File: src/rtl/udp_tx_arbiter.sv
// udp_tx_arbiter: shares one UDP transmit core between two packetizers.
// ch0 carries AD/net samples and ch1 carries image data. Each channel's start
// pulse and length are latched as a pending request. One channel is granted
// per packet. The core handshake and data are steered to that channel, and an
// inter-packet gap and a stall watchdog are enforced.
//
//   state    | meaning
//   ---------+-----------------------------------------------------------
//   ST_IDLE  | no packet in flight; grant the next eligible pending channel
//   ST_START | one-cycle udp_tx_start_en to the core; grant already valid
//   ST_SEND  | core owns the granted channel; wait for done or watchdog
//   ST_GAP   | grant released; hold off GAP_CYC cycles before next packet
`timescale 1ns/1ps

module udp_tx_arbiter #(
    parameter int DATA_W      = 32,
    parameter int GAP_CYC     = 12,
    parameter int TIMEOUT_CYC = 65535
) (
    input  logic              sys_clk,
    input  logic              sys_rst,
    input  logic              arb_en,
    input  logic [1:0]        arb_mode,
    input  logic              ch0_start_en,
    input  logic [15:0]       ch0_byte_num,
    input  logic [DATA_W-1:0] ch0_tx_data,
    output logic              ch0_tx_req,
    output logic              ch0_tx_done,
    input  logic              ch1_start_en,
    input  logic [15:0]       ch1_byte_num,
    input  logic [DATA_W-1:0] ch1_tx_data,
    output logic              ch1_tx_req,
    output logic              ch1_tx_done,
    output logic              udp_tx_start_en,
    output logic [15:0]       udp_tx_byte_num,
    output logic [DATA_W-1:0] udp_tx_data,
    input  logic              udp_tx_req,
    input  logic              udp_tx_done,
    output logic [1:0]        grant,
    output logic              busy,
    output logic              err_timeout,
    output logic              err_overrun,
    output logic              err_zero_len
);

    // One shared down-counter serves both the watchdog and the gap timer.
    localparam int CNT_MAX = (TIMEOUT_CYC > GAP_CYC) ? TIMEOUT_CYC : GAP_CYC;
    localparam int CNT_W   = $clog2(CNT_MAX + 1);

    typedef enum logic [1:0] {
        ST_IDLE  = 2'd0,
        ST_START = 2'd1,
        ST_SEND  = 2'd2,
        ST_GAP   = 2'd3
    } state_t;

    state_t            r_state;
    state_t            w_state_nxt;
    logic [1:0]        r_pend;
    logic [15:0]       r_len0;
    logic [15:0]       r_len1;
    logic              r_rr_last;
    logic [1:0]        r_grant;
    logic [15:0]       r_byte_num;
    logic [CNT_W-1:0]  r_cnt;
    logic              r_err_overrun;
    logic              r_err_zero_len;

    logic              w_req0_ok;
    logic              w_req1_ok;
    logic              w_set0;
    logic              w_set1;
    logic              w_elig0;
    logic              w_elig1;
    logic              w_pick0;
    logic              w_pick1;
    logic              w_take;
    logic              w_timeout;
    logic              w_in_send;
    logic              w_send_end;

    // Request qualification: zero-length starts are dropped, repeats while
    // pending are ignored so the first length is kept.
    assign w_req0_ok = ch0_start_en & (ch0_byte_num != 16'd0);
    assign w_req1_ok = ch1_start_en & (ch1_byte_num != 16'd0);
    assign w_set0    = w_req0_ok & ~r_pend[0];
    assign w_set1    = w_req1_ok & ~r_pend[1];

    // Mode 01 locks out ch1, mode 10 locks out ch0. With both eligible, mode 11
    // always picks ch0; mode 00 picks the channel that did not go last.
    assign w_elig0 = r_pend[0] & (arb_mode != 2'b10);
    assign w_elig1 = r_pend[1] & (arb_mode != 2'b01);
    assign w_pick0 = w_elig0 & (~w_elig1 | (arb_mode == 2'b11) | r_rr_last);
    assign w_pick1 = w_elig1 & ~w_pick0;

    // FSM next-state and per-cycle strobes.
    always_comb begin
        w_state_nxt = r_state;
        w_take      = 1'b0;
        w_timeout   = 1'b0;
        unique case (r_state)
            ST_IDLE: begin
                if (arb_en && (w_pick0 || w_pick1)) begin
                    w_take      = 1'b1;
                    w_state_nxt = ST_START;
                end
            end
            ST_START: begin
                w_state_nxt = ST_SEND;
            end
            ST_SEND: begin
                if (udp_tx_done) begin
                    w_state_nxt = ST_GAP;
                end else if (r_cnt == '0) begin
                    w_timeout   = 1'b1;
                    w_state_nxt = ST_GAP;
                end
            end
            ST_GAP: begin
                if (r_cnt == '0) begin
                    w_state_nxt = ST_IDLE;
                end
            end
            default: begin
                w_state_nxt = ST_IDLE;
            end
        endcase
    end

    assign w_in_send  = (r_state == ST_SEND);
    assign w_send_end = w_in_send & (w_state_nxt == ST_GAP);

    // FSM state register.
    always_ff @(posedge sys_clk) begin
        if (sys_rst) begin
            r_state <= ST_IDLE;
        end else begin
            r_state <= w_state_nxt;
        end
    end

    // Pending flags and latched lengths; a grant consumes the flag it picks.
    always_ff @(posedge sys_clk) begin
        if (sys_rst) begin
            r_pend <= 2'b00;
            r_len0 <= 16'd0;
            r_len1 <= 16'd0;
        end else begin
            r_pend[0] <= (r_pend[0] & ~(w_take & w_pick0)) | w_set0;
            r_pend[1] <= (r_pend[1] & ~(w_take & w_pick1)) | w_set1;
            if (w_set0) begin
                r_len0 <= ch0_byte_num;
            end
            if (w_set1) begin
                r_len1 <= ch1_byte_num;
            end
        end
    end

    // Grant, outgoing length and round-robin history; grant drops with SEND.
    always_ff @(posedge sys_clk) begin
        if (sys_rst) begin
            r_grant    <= 2'b00;
            r_byte_num <= 16'd0;
            r_rr_last  <= 1'b1;
        end else if (w_take) begin
            r_grant    <= {w_pick1, w_pick0};
            r_byte_num <= w_pick0 ? r_len0 : r_len1;
            r_rr_last  <= w_pick1;
        end else if (w_send_end) begin
            r_grant    <= 2'b00;
        end
    end

    // Watchdog / gap down-counter, reloaded on entry to SEND and to GAP.
    always_ff @(posedge sys_clk) begin
        if (sys_rst) begin
            r_cnt <= '0;
        end else if (r_state == ST_START) begin
            r_cnt <= CNT_W'(TIMEOUT_CYC - 1);
        end else if (w_send_end) begin
            r_cnt <= CNT_W'(GAP_CYC - 1);
        end else if (r_cnt != '0) begin
            r_cnt <= r_cnt - 1'b1;
        end
    end

    // Request error pulses, registered so they stay clean through reset.
    always_ff @(posedge sys_clk) begin
        if (sys_rst) begin
            r_err_overrun  <= 1'b0;
            r_err_zero_len <= 1'b0;
        end else begin
            r_err_overrun  <= (w_req0_ok & r_pend[0]) | (w_req1_ok & r_pend[1]);
            r_err_zero_len <= (ch0_start_en & (ch0_byte_num == 16'd0))
                            | (ch1_start_en & (ch1_byte_num == 16'd0));
        end
    end

    // Payload mux from the granted channel; zero when nobody owns the core.
    always_comb begin
        udp_tx_data = '0;
        if (r_grant[0]) begin
            udp_tx_data = ch0_tx_data;
        end else if (r_grant[1]) begin
            udp_tx_data = ch1_tx_data;
        end
    end

    assign ch0_tx_req      = udp_tx_req  & r_grant[0] & w_in_send;
    assign ch1_tx_req      = udp_tx_req  & r_grant[1] & w_in_send;
    assign ch0_tx_done     = udp_tx_done & r_grant[0] & w_in_send;
    assign ch1_tx_done     = udp_tx_done & r_grant[1] & w_in_send;
    assign udp_tx_start_en = (r_state == ST_START);
    assign udp_tx_byte_num = r_byte_num;
    assign grant           = r_grant;
    assign busy            = (r_state != ST_IDLE);
    assign err_timeout     = w_timeout;
    assign err_overrun     = r_err_overrun;
    assign err_zero_len    = r_err_zero_len;

endmodule

File: config.mk
export PLATFORM = sky130hd
export DESIGN_NAME = udp_tx_arbiter
export DESIGN_NICKNAME = d
export VERILOG_FILES = /design/src/rtl/udp_tx_arbiter.sv
export SDC_FILE = /design/constraint.sdc
export NUM_CORES = 1
export LEC_CHECK = 0
export ABC_AREA = 1
export ABC_CLOCK_PERIOD_IN_PS = 3000
export BUFFER_PORTS_ARGS = -buffer_cell sky130_fd_sc_hd__buf_2
export CORE_MARGIN = 3
export CORE_UTILIZATION = 40
export CTS_CLUSTER_SIZE = 14
export DETAILED_ROUTE_END_ITERATION = 7
export PLACE_DENSITY_LB_ADDON = 0.08
export SYNTH_ARGS = -nofsm -noshare
export SYNTH_HDL_FRONTEND = slang
export SYNTH_SLANG_ARGS = --single-unit
File: constraint.sdc
create_clock -name sys_clk -period 3 [get_ports sys_clk]
set_input_delay 0.6 -clock sys_clk [delete_from_list [all_inputs] [get_ports sys_clk]]
set_output_delay 0.6 -clock sys_clk [all_outputs]
set_load 0.005 [all_outputs]
# Word-level counts from Yosys, hierarchy flattened
# Index checks and enable logic that the tools add are counted.
# word_totals
regBits	73
output_inout_bits	59
# classes
muxes	18
bitwise_logic	37
eq_ne	7
add_sub_neg	1
n_reduce_logical	14
# ops
operator	n
two-way mux 16 bit	4
two-way mux 32 bit	2
logical NOT 16 bit	3
nonzero test 16 bit	3
AND 1 bit	25
subtractor 16 x 1 -> 16 bit, second input constant	1
two-way mux 2 bit	6
equality test 2 bit, second input constant	4
one-hot mux 2 bit (4 select lines)	1
inverter 1 bit	6
bitwise OR 1 bit	6
nonzero test 2 bit	3
two-way mux 1 bit	5
nonzero test 3 bit	1
equality test 2 x 1 -> 1 bit, second input constant	1
logical NOT 2 bit	1
!= test 2 x 1 -> 1 bit, second input constant	1
!= test 2 bit, second input constant	1
OR reduction 2 bit	1
logical AND 1 bit	1
logical OR 1 bit	1

# Logic depth before layout (Yosys ltp)
# Gate-level depths: netlist of the first run.
# logic_depth
ltp_word	16
ltp_mapped	11

# Worst setup path after synthesis of the first run
# OpenSTA, ideal clock, no wires.
# synth_timing
kind	reg2out
from	reg r_cnt[0]
to	out err_timeout
path_buffers	0
t_required_ps	2400
t_arrival_ps	1122
path_slack_ps	1278
path_stages_with_launch	7
path_cell_list	dfxtp_1 -> inv_1 -> ha_1 -> nand3_1 -> nor2_1 -> nand2_1 -> nor3_1
# synth_via
elab_chain_cells	4
# synth_lines
element	line	source
start, declared	65	logic [CNT_W-1:0] r_cnt;
start signal, assigned	180	r_cnt <= CNT_W'(TIMEOUT_CYC - 1);
start signal, assigned	182	r_cnt <= CNT_W'(GAP_CYC - 1);
start signal, assigned	184	r_cnt <= r_cnt - 1'b1;
logical NOT 16 bit	114	end else if (r_cnt == '0) begin
two-way mux 1 bit	114	
two-way mux 1 bit	112	if (udp_tx_done) begin
two-way mux 1 bit	101	unique case (r_state)
end, declared	41	output logic err_timeout,
# No other way between the ends.

# Worst setup path in the final report of the first run
# layout_timing
from	reg r_grant[0] (netlist: grant[0])
to	out ch0_tx_done
# layout_via
elab_chain_cells	2
# layout_lines
element	line	source
start, declared	63	logic [1:0] r_grant;
start signal, assigned	167	r_grant <= {w_pick1, w_pick0};
AND 1 bit (2 in series)	212	assign ch0_tx_done = udp_tx_done & r_grant[0] & w_in_send;
end, declared	28	output logic ch0_tx_done,
# No other way between the ends.

==> out/qor.txt, run 1 <==
POWER
-----------------------------------------------------------------------------------
Switching part of the total power ....................................        0.392
Maximum resistive drop on vdd ........................................     0.310 mV
Leakage ..............................................................      2.46 nW
Combinational power share ............................................        0.362
Net switching power ..................................................      1.19 mW
Internal .............................................................      1.84 mW
Pwr Density ..........................................................  625 nW/um^2
Total power of the final layout ......................................      3.03 mW
Share of power burned in registers ...................................        0.395
Clock share of power .................................................        0.243

WORST SETUP PATH
-----------------------------------------------------------------------------------
Number of cell instances on the worst register-to-register path ......            9
Type of the worst setup path .........................................   reg -> out
Worst reg2reg setup slack ............................................      0.86 ns
FF-to-FF End ......................................................... udp_tx_byte_num[4]
Endpoint class of the critical path ..................................   output pin
RR Startpoint ........................................................    r_pend[1]
Crit. Startpoint .....................................................     grant[0]
Req. time, crit path .................................................      2.40 ns
Crit path max fanout .................................................           34
Data arrival time of the critical path ...............................      1.94 ns
Kind of start point of the critical path .............................    flip-flop

FLOW RUN
-----------------------------------------------------------------------------------
Maxcap violations ....................................................            0

GLOBAL ROUTE
-----------------------------------------------------------------------------------
Met2 track demand over resource ......................................        0.364
Busiest grt layer ....................................................         met2
All-layer global routing usage .......................................        0.205
Residual overflow from global routing ................................            0
Met3 capacity usage during global routing ............................       0.0447
Vias in the first global route .......................................         3835
Number of antenna violations at the first check in global routing ....            0
Global-route wire length before repair ...............................     18300 um
Fraction of met1 tracks used by global routing .......................        0.249
Pin count of the biggest net entering global routing .................           53

RUN STATUS
-----------------------------------------------------------------------------------
Run status ...........................................................    completed

CLOCK TREE
-----------------------------------------------------------------------------------
Cts-stage hold buffer count ..........................................            0
Clock tree from TritonCTS ............................................          yes
CTS Root Cell ........................................................ sky130_fd_sc_hd__clkbuf_8
Number of levels in the clock H-tree .................................            3
Skew-Pair Late Insertion Delay .......................................      0.36 ns
Setup repair bufs after CTS ..........................................            0
Number of buffers on the longest clock path ..........................            2
CTS sink count .......................................................           73
Clock-pin slew on the worst setup and hold paths .....................      0.09 ns
Number of clock buffers inserted by TritonCTS ........................            9
Number of gates resized after cts ....................................            0

FLOORPLANNING
-----------------------------------------------------------------------------------
Initial standard-cell utilization of the core ........................        0.413
CORE AREA ............................................................   9280 sq um
Core Rows ............................................................           35
Die ar. ..............................................................  10800 sq um
Width of the die .....................................................       104 um
Die outline height ...................................................       104 um
Number of placed I/O pins ............................................          164

DETAILED ROUTING
-----------------------------------------------------------------------------------
Initial detailed-routing violation count .............................          288
DRC ..................................................................            0
Drt first pass iters .................................................            8
Vias post-DR .........................................................         4322
Via density per instance .............................................         4.95
Total routed wirelength ..............................................     11400 um
Post-route ant nets ..................................................            0
Routed WL per cell ...................................................      13.1 um

LAYOUT
-----------------------------------------------------------------------------------
Fraction of layout cells with a size suffix above 1 ..................        0.259
Design area ..........................................................   4850 sq um
Final cell utilization of the core ...................................        0.523
Count of placed standard cells in the final layout, fillers left out .          873
Diode count ..........................................................            0
Number of nets at the end of the flow ................................          845
Synthesis-to-finish area growth ......................................        26.5%

HOLD PATH
-----------------------------------------------------------------------------------
Hold crit path type ..................................................   reg -> reg
Origin of the worst min-delay path ...................................    r_len0[9]
Cells on Worst Hold Path .............................................            2
Worst hold path endpoint .............................................    r_len0[9]

STA
-----------------------------------------------------------------------------------
Setup tns final ......................................................         0 ns
Unrepaired setup endpoints after global routing ......................           no
Final Hold Slack .....................................................     0.453 ns
Number of hold violations in the final report ........................            0
Final Setup Violations ...............................................            0
Crit path time final .................................................      2.54 ns
Largest clock skew in the final design ...............................    0.0169 ns
Worst slew margin ....................................................        0.406
Minimum setup slack in the final design ..............................     0.458 ns
Top achievable clock speed ...........................................    0.393 GHz
Number of slew-limit violations in the final report ..................            0
Fraction of the cycle the final worst path needs .....................        0.847
Least-Margin Pin Slew ................................................     0.886 ns

SYNTH
-----------------------------------------------------------------------------------
Gate count after technology mapping ..................................          597
Synth Cell Area ......................................................   3830 sq um
Post-synthesis cell type with the largest combined area .............. sky130_fd_sc_hd__dfxtp_1
Number of flops mapped to enable cells by yosys ......................            0
Net count of the mapped netlist ......................................          703
Most common cell in the netlist ...................................... sky130_fd_sc_hd__nand2_1
Top flip-flop cell by instance count after synthesis ................. sky130_fd_sc_hd__dfxtp_1
Distinct cells, synth ................................................           29
Ranking of synthesized cells by instance count ....................... sky130_fd_sc_hd__nand2_1, sky130_fd_sc_hd__dfxtp_1, sky130_fd_sc_hd__a21oi_1, sky130_fd_sc_hd__nand3_1, sky130_fd_sc_hd__nor2_1
Sequential fraction of the synthesis area ............................        0.381
Share of the synthesized area in the top cell type ...................        0.381
Mean instance size in the synthesized netlist ........................   6.42 sq um
Share of flip-flops with an asynchronous set or reset ................            0
Dominant cells by area after synthesis ............................... sky130_fd_sc_hd__dfxtp_1, sky130_fd_sc_hd__nand2_1, sky130_fd_sc_hd__a21oi_1
Yosys reg bits .......................................................           73
Yosys synthesis warning count ........................................            0

PLACED DESIGN
-----------------------------------------------------------------------------------
Number of input and output port buffers inserted .....................          163
Count of placed standard cells including taps ........................          857
Placement Setup Slack ................................................     0.729 ns
Instance area at placement ...........................................   4670 sq um
Half-perimeter wire length after placement ...........................      8440 um
Routability-driven placement congestion ratio ........................        0.839

==> placed cells by master (no fill, tap or decap), drive strengths merged <==
master and n:
a21oi 69, a31oi 1, buf 167, clkbuf 9, clkinv 2, clkinvlp 2, dfxtp 73, ha 1
inv 50, nand2 190, nand3 59, nand3b 2, nand4 16, nor2 47, nor3 6, o21ai 39
o21bai 2, or2 2, xnor2 2, xor2 5
==> critical path, cell delays in order (launching register included) <==
cell and delay [ns]:
sky130_fd_sc_hd__dfxtp_1 0.34, sky130_fd_sc_hd__clkinv_1 0.69, sky130_fd_sc_hd__nor3_1 0.40, sky130_fd_sc_hd__buf_2 0.16
==> state kept, by name, summed over array words and instances (netlist names) <==
signal,cells
err_overrun,1
err_zero_len,1
grant,2
r_cnt,16
r_len0,16
r_len1,16
r_pend,2
r_rr_last,1
r_state,2
udp_tx_byte_num,16
==> how the worst max path moves through the flow <==
| stage | endpoint | slack [ns] | cells after the start |
|---|---|---|---|
| 6_report | ch0_tx_done | 0.46 | 3 |
| 3_3_place_gp | udp_tx_byte_num[8] | 0.79 | 9 |
| 5_1_grt | ch0_tx_done | 0.22 | 3 |
| 2_1_floorplan | err_timeout | 1.28 | 6 |
| 4_1_cts | ch0_tx_done | 0.45 | 3 |
| 3_5_place_dp | udp_tx_byte_num[8] | 0.73 | 9 |
==> power groups by stage <==
| stage | logic (mW) | clock network (mW) | registers, mW |
|---|---|---|---|
| after floorplan | 0.837 | 0 | 1.20 |
| after global placement | 1.08 | 0 | 1.22 |
| after detailed placement | 1.09 | 0 | 1.22 |
| after CTS | 1.10 | 0.748 | 1.20 |
| after global routing | 1.26 | 0.785 | 1.22 |
| final | 1.10 | 0.736 | 1.20 |
==> final cells by class <==
| type | count | area (sq um) |
|---|---|---|
| fill | 1003 | 4430 |
| multi-input combinational | 441 | 2020 |
| sequential | 73 | 1460 |
| timing repair buffer | 167 | 846 |
| inverter | 47 | 176 |
| tap | 129 | 161 |
| clock buffer | 9 | 124 |
| clock inverter | 7 | 60.1 |
==> metal layers <==
metal | vias to the layer above | share of wire
met3 | 22 | 0.057
met2 | 142 | 0.50
met4 | 0 | 0.017
met1 | 1937 | 0.42
met5 | - | 0
li1 | 2221 | -
==> cell families after synthesis <==
family | after synthesis | synth area share
buf+inv | 83 | 0.0914
fa+ha+maj | 1 | 0.00326
flops | 73 | 0.381
xor+xnor | 7 | 0.0160
simple gates | 322 | 0.361
compound gates | 111 | 0.148
Power figures use the tool's default switching activity.
==> run 2, diff against run 1 <==
--- a/config.mk
+++ b/config.mk
@@ -5,8 +5,8 @@
 export SDC_FILE = /design/constraint.sdc
 export NUM_CORES = 1
 export LEC_CHECK = 0
-export ABC_AREA = 1
-export ABC_CLOCK_PERIOD_IN_PS = 3000
+export ABC_AREA = 0
+export ABC_CLOCK_PERIOD_IN_PS = 2640
 export BUFFER_PORTS_ARGS = -buffer_cell sky130_fd_sc_hd__buf_2
 export CORE_MARGIN = 3
 export CORE_UTILIZATION = 40
==> constraint.sdc (replaced) <==
create_clock -name sys_clk -period 2.64 [get_ports sys_clk]
set_input_delay 0.528 -clock sys_clk [delete_from_list [all_inputs] [get_ports sys_clk]]
set_output_delay 0.528 -clock sys_clk [all_outputs]
set_load 0.005 [all_outputs]
==> out/qor.txt, run 2 <==
POWER
-----------------------------------------------------------------------------------
Pwr Density ..........................................................  785 nW/um^2   +26%
Clock share of power .................................................        0.250   +0.007
Share of power burned in registers ...................................        0.394   about the same
Internal .............................................................      2.38 mW   +29%
Switching part of the total power ....................................        0.354   -0.0378
Net switching power ..................................................      1.30 mW   +9.8%
Maximum resistive drop on vdd ........................................     0.418 mV   +35%
Leakage ..............................................................      2.29 nW   -6.9%
Combinational power share ............................................        0.356   -0.006

CLOCK TREE
-----------------------------------------------------------------------------------
Number of clock buffers inserted by TritonCTS ........................            9   unchanged
CTS Root Cell ........................................................ sky130_fd_sc_hd__clkbuf_8
Clock tree from TritonCTS ............................................          yes
Number of levels in the clock H-tree .................................            3   unchanged
Clock-pin slew on the worst setup and hold paths .....................      0.08 ns   about the same
Number of buffers on the longest clock path ..........................            2   unchanged
Skew-Pair Late Insertion Delay .......................................      0.34 ns   -0.02 ns
CTS sink count .......................................................           73   unchanged

DETAILED ROUTING
-----------------------------------------------------------------------------------
Sum of met2 wire segment lengths after detailed routing ..............      4730 um   -17%
Post-route ant nets ..................................................            0   unchanged
Total length of routed met3 wires ....................................       630 um   -3.5%
Total routed wirelength ..............................................      9710 um   -15%
DRC ..................................................................            0   unchanged
Drt first pass iters .................................................            4   -4
Top layer in use .....................................................         met4
Vias post-DR .........................................................         3346   -23%
M1 wire length .......................................................      4300 um   -11%
Routed WL per cell ...................................................      14.9 um   +14%
Initial detailed-routing violation count .............................          164   -43%
Via density per instance .............................................         5.14   +3.8%

GLOBAL ROUTE
-----------------------------------------------------------------------------------
Pin count of the biggest net entering global routing .................           37   -30%
All-layer global routing usage .......................................        0.185   -0.0197
Vias in the first global route .......................................         3051   -20%
Number of antenna violations at the first check in global routing ....            0   unchanged
Residual overflow from global routing ................................            0   unchanged
Global-route wire length before repair ...............................     14900 um   -18%

WORST SETUP PATH
-----------------------------------------------------------------------------------
Type of the worst setup path .........................................   reg -> out
Crit path max-delay family ........................................... simple AND/OR/NAND/NOR gates
Crit path max fanout .................................................            8   -76%
Ordered list of cells on the worst path .............................. inv_1 -> ha_1 -> or3b_4 -> nor3_4 -> nand2_4 -> nor3b_1 -> buf_2
Kind of start point of the critical path .............................    flip-flop
Number of buffer and inverter stages on the critical path ............            2   unchanged
Data arrival time of the critical path ...............................      1.96 ns   +0.02 ns
Req. time, crit path .................................................      2.11 ns   -0.29 ns
Worst path slowest cell .............................................. sky130_fd_sc_hd__or3b_4
Worst stage delay on the critical path ...............................      0.42 ns   -0.27 ns
Endpoint class of the critical path ..................................   output pin

STA
-----------------------------------------------------------------------------------
Number of hold violations in the final report ........................            0   unchanged
Worst slew margin ....................................................        0.546   +0.141
Setup tns final ......................................................         0 ns   unchanged
Unrepaired setup endpoints after global routing ......................           no
Top achievable clock speed ...........................................    0.403 GHz
Minimum setup slack in the final design ..............................     0.156 ns   -0.302 ns
Final Setup Violations ...............................................            0   unchanged
Crit path time final .................................................      2.48 ns
Largest clock skew in the final design ...............................   0.00940 ns   -0.00754 ns
Fraction of the cycle the final worst path needs .....................        0.941
Least-Margin Pin Slew ................................................     0.679 ns   -0.207 ns
Final Hold Slack .....................................................     0.436 ns   -0.0165 ns
Number of slew-limit violations in the final report ..................            0   unchanged

FLOORPLANNING
-----------------------------------------------------------------------------------
Initial standard-cell utilization of the core ........................        0.420   +0.00744
Die ar. ..............................................................  10000 sq um   -7.2%
Die outline height ...................................................       100 um   -3.7%
CORE AREA ............................................................   8420 sq um   -9.3%
Width of the die .....................................................       100 um   -3.7%
Number of placed I/O pins ............................................          164   unchanged
Core Rows ............................................................           33   -5.7%

LAYOUT
-----------------------------------------------------------------------------------
Most frequent cells in the layout .................................... sky130_fd_sc_hd__buf_2, sky130_fd_sc_hd__dfxtp_1, sky130_fd_sc_hd__nor2_1
Synthesis-to-finish area growth ......................................        32.4%
Number of nets at the end of the flow ................................          647   -23%
Commonest non-fill, non-tap cell in the layout ....................... sky130_fd_sc_hd__buf_2
Final cell utilization of the core ...................................        0.557   +0.0341
Diode count ..........................................................            0   unchanged
Fraction of layout cells with a size suffix above 1 ..................        0.379   +0.120
Count of placed standard cells in the final layout, fillers left out .          651   -25%

SYNTH
-----------------------------------------------------------------------------------
Share of flip-flops with an asynchronous set or reset ................            0   unchanged
Gate count after technology mapping ..................................          382   -36%
Sequential fraction of the synthesis area ............................        0.413   +0.0315
Yosys synthesis warning count ........................................            0   unchanged
Distinct cells, synth ................................................           51   +76%
Net count of the mapped netlist ......................................          488   -31%
Top flip-flop cell by instance count after synthesis ................. sky130_fd_sc_hd__dfxtp_1
Dominant cells by area after synthesis ............................... sky130_fd_sc_hd__dfxtp_1, sky130_fd_sc_hd__mux2i_1, sky130_fd_sc_hd__a22o_1
Mean instance size in the synthesized netlist ........................   9.27 sq um   +44%
Share of the synthesized area in the top cell type ...................        0.413   +0.0315
Post-synthesis cell type with the largest combined area .............. sky130_fd_sc_hd__dfxtp_1
Synth Cell Area ......................................................   3540 sq um   -7.6%
Most common cell in the netlist ...................................... sky130_fd_sc_hd__dfxtp_1
Yosys reg bits .......................................................           73   unchanged
Number of flops mapped to enable cells by yosys ......................            0   unchanged
Ranking of synthesized cells by instance count ....................... sky130_fd_sc_hd__dfxtp_1, sky130_fd_sc_hd__nor2_1, sky130_fd_sc_hd__mux2i_1, sky130_fd_sc_hd__a22o_1, sky130_fd_sc_hd__a211oi_1

HOLD PATH
-----------------------------------------------------------------------------------
Hold crit path type ..................................................    in -> reg

PLACED DESIGN
-----------------------------------------------------------------------------------
Number of input and output port buffers inserted .....................          163   unchanged
Half-perimeter wire length after placement ...........................      7360 um   -13%
Count of placed standard cells including taps ........................          634   -26%
Placement Setup Slack ................................................     0.337 ns   -0.391 ns
Routability-driven placement congestion ratio ........................        0.815   -2.9%

FLOW RUN
-----------------------------------------------------------------------------------
Maxcap violations ....................................................            0   unchanged

RUN STATUS
-----------------------------------------------------------------------------------
Run status ...........................................................    completed

run 2: repair_timing:
| item | in CTS | in global routing |
|---|---|---|
| gates resized for setup | 1 | 2 |
| hold buffers | 0 | 0 |
| setup buffers | 1 | 0 |
| endpoints found under the hold margin | 0 | 0 |
| pin swaps | 1 | 1 |
| setup endpoints to repair | 27 | 1 |
run 2: final timing paths:
kind                             end               start  cells past startpoint  slack (ns)
setup / recovery         err_timeout            r_cnt[0]                      7        0.16
hold reg to reg   udp_tx_byte_num[1]  udp_tx_byte_num[1]                      2        0.50
hold / removal             r_len1[9]     ch1_byte_num[9]                      3        0.44
setup reg to reg           r_cnt[13]            r_cnt[0]                      7        0.74
run 2: per-layer routing:
layer,GRT usage,up-vias
li1,-,1715
met1,0.242,1522
met2,0.306,105
met3,0.0528,4
met4,0.0373,0
met5,0,-
run 2: worst register-to-register path: stages (launching register included):
cell and delay [ns]:
sky130_fd_sc_hd__dfxtp_1 0.34, sky130_fd_sc_hd__inv_1 0.06, sky130_fd_sc_hd__ha_1 0.17, sky130_fd_sc_hd__or3b_4 0.42, sky130_fd_sc_hd__nand4b_4 0.24, sky130_fd_sc_hd__o2bb2a_4 0.31, sky130_fd_sc_hd__nand2b_4 0.15, sky130_fd_sc_hd__o21ai_1 0.10
run 2: cell families (layout without fill, tap and decap cells):
logic type	after synthesis	count (layout)	share of synthesized area
compound gates	96	96	0.200
xor+xnor	5	5	0.0124
fa+ha+maj	1	1	0.00353
buf+inv	35	199	0.0452
flops	73	73	0.413
mux	50	50	0.141
simple gates	122	122	0.185
run 2: area by class of cell:
cell class / instances / area [sq um]
Clock buffer: 10 / 138
Clock inverter: 6 / 73.8
Fill cell: 789 / 3730
Inverter: 8 / 30.0
Multi-Input combinational cell: 274 / 1950
Sequential cell: 73 / 1460
Tap cell: 105 / 131
Timing Repair Buffer: 175 / 906
run 2: power groups by stage:
stage	combinational (mW)	clock, mW	sequential (mW)
floorplan	0.930	0	1.44
global placement	1.27	0	1.47
detailed placement	1.28	0	1.47
CTS	1.30	0.955	1.45
global route	1.45	1.00	1.48
finish	1.31	0.919	1.45
run 2: through the flow:
stage | instance area, sq um | total power [mW]
after floorplan | 3540 | 2.37
final | 4690 | 3.68
after global routing | 4690 | 3.93
after CTS | 4680 | 3.70
after global placement | 4460 | 2.74
after detailed placement | 4460 | 2.75
==> run 3, diff against run 2 <==
--- a/config.mk
+++ b/config.mk
@@ -8,10 +8,11 @@
 export ABC_AREA = 0
 export ABC_CLOCK_PERIOD_IN_PS = 2640
 export BUFFER_PORTS_ARGS = -buffer_cell sky130_fd_sc_hd__buf_2
-export CORE_MARGIN = 3
+export CORE_MARGIN = 2
 export CORE_UTILIZATION = 40
 export CTS_CLUSTER_SIZE = 14
 export DETAILED_ROUTE_END_ITERATION = 7
+export HOLD_SLACK_MARGIN = 0.12
 export PLACE_DENSITY_LB_ADDON = 0.08
 export SYNTH_ARGS = -nofsm -noshare
 export SYNTH_HDL_FRONTEND = slang
==> out/qor.txt, run 3 (synthesis results as in run 2) <==
POWER
--------------------------------------------------------------------------------
Maximum resistive drop on vdd .....................................     0.400 mV   -4.3%
Net switching power ...............................................      1.28 mW   -1.8%
Pwr Density .......................................................  771 nW/um^2   -1.8%
Clock share of power ..............................................        0.234   -0.016
Leakage ...........................................................      2.29 nW   +0.37%
Share of power burned in registers ................................        0.400   +0.006
Switching part of the total power .................................        0.354   about the same
Internal ..........................................................      2.34 mW   -1.7%
Combinational power share .........................................        0.366   +0.010

STA
--------------------------------------------------------------------------------
Worst slew margin .................................................        0.645   +0.0988
Crit path time final ..............................................      2.51 ns   +0.0288 ns
Top achievable clock speed ........................................    0.398 GHz   -1.1%
Fraction of the cycle the final worst path needs ..................        0.952   +0.0109
Final Hold Slack ..................................................     0.432 ns   -0.00406 ns
Unrepaired setup endpoints after global routing ...................           no
Number of slew-limit violations in the final report ...............            0   unchanged
Setup tns final ...................................................         0 ns   unchanged
Least-Margin Pin Slew .............................................     0.527 ns   -0.152 ns
Largest clock skew in the final design ............................   0.00908 ns   -0.000312 ns
Final Setup Violations ............................................            0   unchanged
Number of hold violations in the final report .....................            0   unchanged

FLOORPLANNING
--------------------------------------------------------------------------------
Die ar. ...........................................................   9620 sq um   -4.0%
Number of placed I/O pins .........................................          164   unchanged
Die outline height ................................................      98.1 um   -2.0%
Width of the die ..................................................      98.1 um   -2.0%
CORE AREA .........................................................   8640 sq um   +2.5%
Core Rows .........................................................           34   +3.0%
Initial standard-cell utilization of the core .....................        0.410   -0.0104

DETAILED ROUTING
--------------------------------------------------------------------------------
Total routed wirelength ...........................................      9410 um   -3.0%
Vias post-DR ......................................................         3361   +0.45%
Via density per instance ..........................................         5.13   -0.17%
Routed WL per cell ................................................      14.4 um   -3.6%
Post-route ant nets ...............................................            0   unchanged
Initial detailed-routing violation count ..........................          127   -23%
DRC ...............................................................            0   unchanged
Drt first pass iters ..............................................            4   unchanged

LAYOUT
--------------------------------------------------------------------------------
Fillers ...........................................................          821   +4.1%
Most frequent cells in the layout ................................. sky130_fd_sc_hd__buf_2, sky130_fd_sc_hd__dfxtp_1, sky130_fd_sc_hd__nor2_1
Commonest non-fill, non-tap cell in the layout .................... sky130_fd_sc_hd__buf_2
Synthesis-to-finish area growth ...................................        32.5%   about the same
Diode count .......................................................            0   unchanged
Number of nets at the end of the flow .............................          649   +0.31%
Fraction of layout cells with a size suffix above 1 ...............        0.378   -0.000693

WORST SETUP PATH
--------------------------------------------------------------------------------
Type of the worst setup path ......................................   reg -> out
Kind of start point of the critical path ..........................    flip-flop
Crit path max fanout ..............................................            8   unchanged
Req. time, crit path ..............................................      2.11 ns   about the same
Endpoint class of the critical path ...............................   output pin
Data arrival time of the critical path ............................      1.98 ns   +0.02 ns
Number of cell instances on the worst register-to-register path ...            8   +1

CLOCK TREE
--------------------------------------------------------------------------------
CTS sink count ....................................................           73   unchanged
CTS Root Cell ..................................................... sky130_fd_sc_hd__clkbuf_8
Number of clock buffers inserted by TritonCTS .....................            9   unchanged
Number of buffers on the longest clock path .......................            2   unchanged
Skew-Pair Late Insertion Delay ....................................      0.34 ns   about the same
Number of levels in the clock H-tree ..............................            3   unchanged
Clock-pin slew on the worst setup and hold paths ..................      0.08 ns   about the same
Cts-stage hold buffer count .......................................            0   unchanged
Clock tree from TritonCTS .........................................          yes

GLOBAL ROUTE
--------------------------------------------------------------------------------
Number of antenna violations at the first check in global routing .            0   unchanged
Vias in the first global route ....................................         3127   +2.5%
Residual overflow from global routing .............................            0   unchanged
Pin count of the biggest net entering global routing ..............           33   -11%
Global-route wire length before repair ............................     15200 um   +1.8%
All-layer global routing usage ....................................        0.192   +0.00721

PLACED DESIGN
--------------------------------------------------------------------------------
Routability-driven placement congestion ratio .....................        0.811   -0.45%
Number of input and output port buffers inserted ..................          163   unchanged
Half-perimeter wire length after placement ........................      7150 um   -2.9%

RUN STATUS
--------------------------------------------------------------------------------
Run status ........................................................    completed

HOLD PATH
--------------------------------------------------------------------------------
Cells on Worst Hold Path ..........................................            3   unchanged
Hold crit path type ...............................................    in -> reg

FLOW RUN
--------------------------------------------------------------------------------
Maxcap violations .................................................            0   unchanged

run 3: power by group through the flow:
stage                     Clock [mW]  Sequential (mW)  Combinational (mW)
after CTS                      0.870             1.45                1.30
after detailed placement           0             1.47                1.28
after global placement             0             1.47                1.27
after global routing           0.915             1.47                1.47
final                          0.845             1.45                1.32
after floorplan                    0             1.44               0.930
run 3: per-layer routing:
metal / share of wire / GRT usage / up-vias / wire, um
li1: - / - / 1723 / -
met1: 0.44 / 0.243 / 1542 / 4110
met2: 0.50 / 0.319 / 94 / 4680
met3: 0.061 / 0.0573 / 2 / 575
met4: 0.0048 / 0.0534 / 0 / 45
met5: 0 / 0 / - / 0
run 3: critical path, cell delays in order (launching register included):
cell                      delay [ns]
sky130_fd_sc_hd__dfxtp_1        0.33
sky130_fd_sc_hd__inv_1          0.06
sky130_fd_sc_hd__ha_1           0.17
sky130_fd_sc_hd__or3b_4         0.42
sky130_fd_sc_hd__nor3_4         0.23
sky130_fd_sc_hd__nand2_4        0.12
sky130_fd_sc_hd__nor3b_2        0.18
sky130_fd_sc_hd__buf_2          0.13
run 3: what timing repair did:
| item | in CTS | in global routing |
|---|---|---|
| pin swaps | 0 | 1 |
| setup buffers | 0 | 1 |
| resized for setup | 1 | 1 |
| setup endpoints to repair | 1 | 1 |
| hold endpoints to repair | 0 | 0 |
run 3: layout make-up:
cell class                      instances  area [sq um]  share of cell area
Multi-Input combinational cell        274          1950               0.415
Timing Repair Buffer                  177           933               0.199
Inverter                                8          30.0             0.00640
Sequential cell                        73          1460               0.312
Clock buffer                           10           128              0.0272
Clock inverter                          5          56.3              0.0120
Tap cell                              108           135              0.0288
run 3: worst paths after layout:
| kind | endpoint | slack (ns) | startpoint |
|---|---|---|---|
| max | err_timeout | 0.13 | r_cnt[0] |
| min | r_len0[10] | 0.43 | ch0_byte_num[10] |
| max reg2reg | r_cnt[8] | 0.66 | r_cnt[0] |
| min reg2reg | r_len0[0] | 0.50 | r_len0[0] |
run 3: stage by stage:
stage	util	instance area [sq um]	cells	power, mW	setup WS [ns]
floorplan	-	3540	382	2.37	0.589
CTS	0.542	4680	654	3.62	0.0139
global route	0.543	4690	655	3.86	0.0173
finish	0.543	4690	655	3.62	0.128
global placement	0.520	4490	639	2.74	0.406
detailed placement	0.520	4490	639	2.76	0.371
